--- config.mk ---
export PLATFORM = sky130hd
export DESIGN_NAME = iob_fifo_sync_asym
export DESIGN_NICKNAME = d
export VERILOG_FILES = /design/src/rtl/iob_fifo_sync_asym.sv
export SDC_FILE = /design/constraint.sdc
export NUM_CORES = 1
export LEC_CHECK = 0
export BUFFER_PORTS_ARGS = -buffer_cell sky130_fd_sc_hd__buf_2
export CORE_AREA = 3 3 45 88
export DETAILED_ROUTE_END_ITERATION = 10
export DIE_AREA = 0 0 48 91
export GPL_TIMING_DRIVEN = 0
export MAX_ROUTING_LAYER = met4
export PLACE_DENSITY = 0.79
export RECOVER_POWER = 25
export SLEW_MARGIN = 10
export SYNTH_ARGS = -nofsm -noshare
export SYNTH_HDL_FRONTEND = slang
export SYNTH_SLANG_ARGS = --single-unit
--- constraint.sdc ---
create_clock -name clk -period 1.84 [get_ports clk]
set_input_delay 0.276 -clock clk [delete_from_list [all_inputs] [get_ports clk]]
set_output_delay 0.276 -clock clk [all_outputs]
set_load 0.01 [all_outputs]
--- src/rtl/iob_fifo_sync_asym.sv ---
// Synchronous FIFO with different write and read word widths.
// Storage lives in an external asymmetric two-port RAM; this block keeps pointers, level and flags.
module iob_fifo_sync_asym #(
  parameter int W_DATA_W = 32,
  parameter int R_DATA_W = 8,
  parameter int ADDR_W = 4,
  localparam int MAXDATA_W = (W_DATA_W > R_DATA_W) ? W_DATA_W : R_DATA_W,
  localparam int MINDATA_W = (W_DATA_W < R_DATA_W) ? W_DATA_W : R_DATA_W,
  localparam int W_RATIO = W_DATA_W / MINDATA_W,
  localparam int R_RATIO = R_DATA_W / MINDATA_W,
  localparam int W_ADDR_W = ADDR_W - $clog2(W_RATIO),
  localparam int R_ADDR_W = ADDR_W - $clog2(R_RATIO)
) (
  input  logic                clk,
  input  logic                rst,
  input  logic                w_en,
  input  logic [W_DATA_W-1:0] w_data,
  output logic                w_full,
  input  logic                r_en,
  output logic [R_DATA_W-1:0] r_data,
  output logic                r_valid,
  output logic                r_empty,
  output logic [ADDR_W:0]     level,
  output logic                ext_w_en,
  output logic [W_ADDR_W-1:0] ext_w_addr,
  output logic [W_DATA_W-1:0] ext_w_data,
  output logic                ext_r_en,
  output logic [R_ADDR_W-1:0] ext_r_addr,
  input  logic [R_DATA_W-1:0] ext_r_data
);

  if ((MAXDATA_W % MINDATA_W) != 0 || (1 << $clog2(MAXDATA_W / MINDATA_W)) != (MAXDATA_W / MINDATA_W)) begin : g_bad_ratio
    $error("iob_fifo_sync_asym: wider port must be a power-of-two multiple of the narrower one");
  end

  localparam logic [ADDR_W:0] W_INC   = (ADDR_W+1)'(W_RATIO);
  localparam logic [ADDR_W:0] R_DEC   = (ADDR_W+1)'(R_RATIO);
  localparam logic [ADDR_W:0] FULL_TH = (ADDR_W+1)'((1 << ADDR_W) - W_RATIO);

  logic [W_ADDR_W-1:0] w_ptr;
  logic [R_ADDR_W-1:0] r_ptr;
  logic                w_acc;
  logic                r_acc;
  logic [ADDR_W:0]     level_next;

  // Acceptance uses the registered flags only, so a same-cycle read never frees room for a write.
  assign w_acc = w_en & ~w_full & ~rst;
  assign r_acc = r_en & ~r_empty & ~rst;

  assign ext_w_en   = w_acc;
  assign ext_w_addr = w_ptr;
  assign ext_w_data = w_data;
  assign ext_r_en   = r_acc;
  assign ext_r_addr = r_ptr;
  assign r_data     = ext_r_data;

  // level + W_INC never exceeds 2^ADDR_W when a write is accepted, so ADDR_W+1 bits suffice.
  always_comb begin
    level_next = level;
    if (w_acc) level_next = level_next + W_INC;
    if (r_acc) level_next = level_next - R_DEC;
  end

  always_ff @(posedge clk) begin
    if (rst) begin
      w_ptr   <= '0;
      r_ptr   <= '0;
      level   <= '0;
      w_full  <= 1'b0;
      r_empty <= 1'b1;
      r_valid <= 1'b0;
    end else begin
      if (w_acc) w_ptr <= w_ptr + W_ADDR_W'(1);
      if (r_acc) r_ptr <= r_ptr + R_ADDR_W'(1);
      level   <= level_next;
      w_full  <= (level_next > FULL_TH);
      r_empty <= (level_next < R_DEC);
      r_valid <= r_acc;
    end
  end

endmodule

==> flow_metrics.tcl <==
set metrics [dict create \
    first_pass_iters 4 \
    vias 945 \
    synth_area_leaders "buf_4, dfxtp_1, xor2_1" \
    cts_hold_buf 0 \
    leakage_nw 0.691 \
    async_flop_share_pct 0 \
    p_per_area_nw_per_um2 966 \
    holdWs_ns 0.304 \
    root_buffer "clkbuf_8" \
    clk_pin_slew_ns 0.06 \
    die_w_microns 48 \
    worst-setup-path-type "flip-flop to flip-flop" \
    placed_area_sq_um 1340 \
    synth_edf_count 0 \
    synthCells 113 \
    drtIter0Drc 25 \
    area_growth_pct 37.4 \
    core_sq_um 3380 \
    drtAntennaViolNets 0 \
    fmax_ghz 0.587 \
    die_area_sq_um 4370 \
    hold_viol_final 0 \
    stdcell_area_sq_um 1370 \
    yosysMostFrequentCell "buf_4" \
    synthFlopType "dfxtp_1" \
    cap_violations 0 \
    syn_avg_cell_area_sq_um 8.85 \
    drive_gt1_share_pct 54.3 \
    overflow 0 \
    clock_latency_ns 0.25 \
    cts_setup_buffers 0 \
    dp.cells 204 \
    rrSetupSlack_ns 0.14 \
    start_kind "flip-flop" \
    synth_top_area_share_pct 30.0 \
    ys_top_cells_by_count "buf_4, dfxtp_1, nor2_1" \
    hp-class "input pin to flip-flop" \
    fill_cells 339 \
    cts_made_buffers 3 \
    clock_skew_ns 0.00142 \
    yosysWarnings 0 \
    ir_drop_v 0.000249 \
    synth_nets 160 \
    worst-slew-pin-transition_ns 0.430 \
    routabilityCongestion 0.801 \
    synth.cell_area_sq_um 1000 \
    htree_levels 1 \
    wl_per_cell_microns 11.5 \
    io_buffers 59 \
    cts_tree "done" \
    cp.arrival_ns 1.84 \
    ys_types 33 \
    min_period_over_period_pct 92.6 \
    row_count 30 \
    end_kind "flip-flop" \
    cts.sinks 14 \
    hold_depth 2 \
    routed_wirelength_microns 2390 \
    clockBufferDepth 2 \
    ioPinCount 100 \
    hp-start "r_en" \
    r2r_end "w_full$_SDFF_PP0_" \
    status "finished, final reports clean" \
    setup_violations 0 \
    ys_seq_elements 14 \
    grt_max_degree 11 \
    yosysTopAreaCell "buf_4" \
    min_to "r_valid$_SDFF_PP0_" \
    drc 0 \
    critPathMaxFanout 5 \
    r2r_cells 5 \
    instances_no_fill 207 \
    start_util_pct 29.6 \
    die_y_microns 91 \
    slew_viol_final 0 \
    antenna_found_initial 0 \
    period_needed_ns 1.70 \
    grt_pass1_wl_microns 3540 \
    routed_via_density 4.57 \
    rsz0062_at_grt "no" \
    r2r_start "w_full$_SDFF_PP0_" \
    yosysSeqAreaShare_pct 28.0 \
    maxSlewHeadroom_pct 71.3 \
    diodes 0 \
    grt_usage_pct 11.3 \
    required_ns 1.98 \
    layout.nets 223 \
    hpwl_microns 2000 \
    grt_pass1_vias 881 \
]
-- power by group --
| group | internal (mW) | leakage, nW | switching, mW |
|---|---|---|---|
| logic | 0.285 | 0.547 | 0.283 |
| clock network | 0.190 | 0.0288 | 0.116 |
| registers | 0.375 | 0.115 | 0.0794 |
| total | 0.849 | 0.691 | 0.478 |
-- routing by layer --
metal | vias to the layer above | global-route usage [%] | wire length [microns]
li1 | 455 | - | -
met2 | 87 | 19.5 | 1280
met3 | 7 | 1.39 | 294
met4 | 0 | 8.09 | 62
met1 | 396 | 10.3 | 751
met5 | - | - | 0
-- cell type report --
cell class	instances	area [sq um]	area share (%)
Timing Repair Buffer	59	274	19.9
Clock buffer	4	55.1	4.01
Tap cell	32	40.0	2.91
Multi-Input combinational cell	54	408	29.7
Buffer	42	309	22.5
Sequential cell	14	280	20.4
Inverter	2	7.51	0.546
-- cell usage in the layout (no fill, tap or decap) --
| cell | synthesis | routed |
|---|---|---|
| nand2_1 | 5 | 5 |
| nand4_1 | 2 | 2 |
| nor3b_4 | 1 | 1 |
| a211oi_2 | 1 | 1 |
| clkbuf_8 | 0 | 4 |
| nor3_1 | 2 | 1 |
| nor2b_1 | 2 | 2 |
| and2_1 | 2 | 2 |
| a211oi_1 | 1 | 1 |
| clkbuf_1 | 2 | 18 |
| mux2i_2 | 0 | 1 |
| o31ai_1 | 1 | 1 |
| xor2_1 | 5 | 5 |
| nand2b_1 | 1 | 1 |
| buf_4 | 40 | 40 |
| xnor2_2 | 1 | 1 |
| nor3_2 | 0 | 1 |
| a41o_2 | 1 | 1 |
| inv_1 | 2 | 2 |
| nor3b_1 | 1 | 1 |
| o21bai_1 | 1 | 1 |
| a21boi_1 | 0 | 1 |
| nor2_1 | 9 | 9 |
| dfxtp_1 | 14 | 14 |
| and3b_1 | 1 | 1 |
| a21oi_1 | 2 | 2 |
| mux2_2 | 1 | 1 |
| a311oi_1 | 1 | 1 |
| nor3b_2 | 1 | 1 |
| ha_1 | 3 | 3 |
| xnor2_1 | 4 | 4 |
| buf_2 | 1 | 43 |
| o21ai_0 | 1 | 1 |
| nand3b_1 | 1 | 1 |
| a31oi_1 | 1 | 1 |
-- timing repair --
| action | CTS | global route |
|---|---|---|
| setup endpoints to repair | 0 | 3 |
| hold endpoints to repair | 0 | 0 |
| resized for setup | 0 | 3 |
-- worst max-delay path: stages, from the launching register on --
cell,delay [ns]
dfxtp_1,0.35
nor3b_4,0.30
mux2i_2,0.37
a311oi_1,0.14
a41o_2,0.28
o21bai_1,0.15
-- registers in the layout (all words and copies together) (netlist names) --
register	flops
w_full	1
level	5
r_valid	1
ext_w_addr	2
ext_r_addr	4
r_empty	1
-- worst max-delay path by stage --
| stage | slack (ns) | to | startpoint | cells after the start |
|---|---|---|---|---|
| detailed placement | -0.06 | r_empty$_SDFF_PP1_ | rst | 6 |
| finish | 0.14 | w_full$_SDFF_PP0_ | w_full$_SDFF_PP0_ | 5 |
| floorplan | 0.19 | w_full$_SDFF_PP0_ | w_full$_SDFF_PP0_ | 5 |
| global route | 0.02 | r_empty$_SDFF_PP1_ | w_full$_SDFF_PP0_ | 5 |
| CTS | 0.03 | r_empty$_SDFF_PP1_ | level[2]$_SDFF_PP0_ | 5 |
| global placement | -0.07 | r_empty$_SDFF_PP1_ | rst | 6 |
-- cell families after synthesis --
kind of cell | count (synthesis) | synth area share [%]
buffers and inverters | 45 | 32.0
AND/OR/NAND/NOR | 28 | 16.1
AO/OA/AOI/OAI | 11 | 8.39
XOR/XNOR | 10 | 9.51
adder cells (fa/ha/maj) | 3 | 3.76
flip-flops | 14 | 28.0
multiplexers | 2 | 2.13
-- through the flow --
step / TNS, ns / setup WS (ns) / util (%) / total power [mW]
CTS: 0 / 0.0339 / 41.1 / 1.33
global placement: -0.0657 / -0.0657 / 39.5 / 1.01
floorplan: 0 / 0.194 / - / 0.838
global route: 0 / 0.0239 / 40.7 / 1.42
detailed placement: -0.0658 / -0.0644 / 39.5 / 1.02
finish: 0 / 0.136 / 40.7 / 1.33
Note: power is estimated with default switching activity, not from simulation.
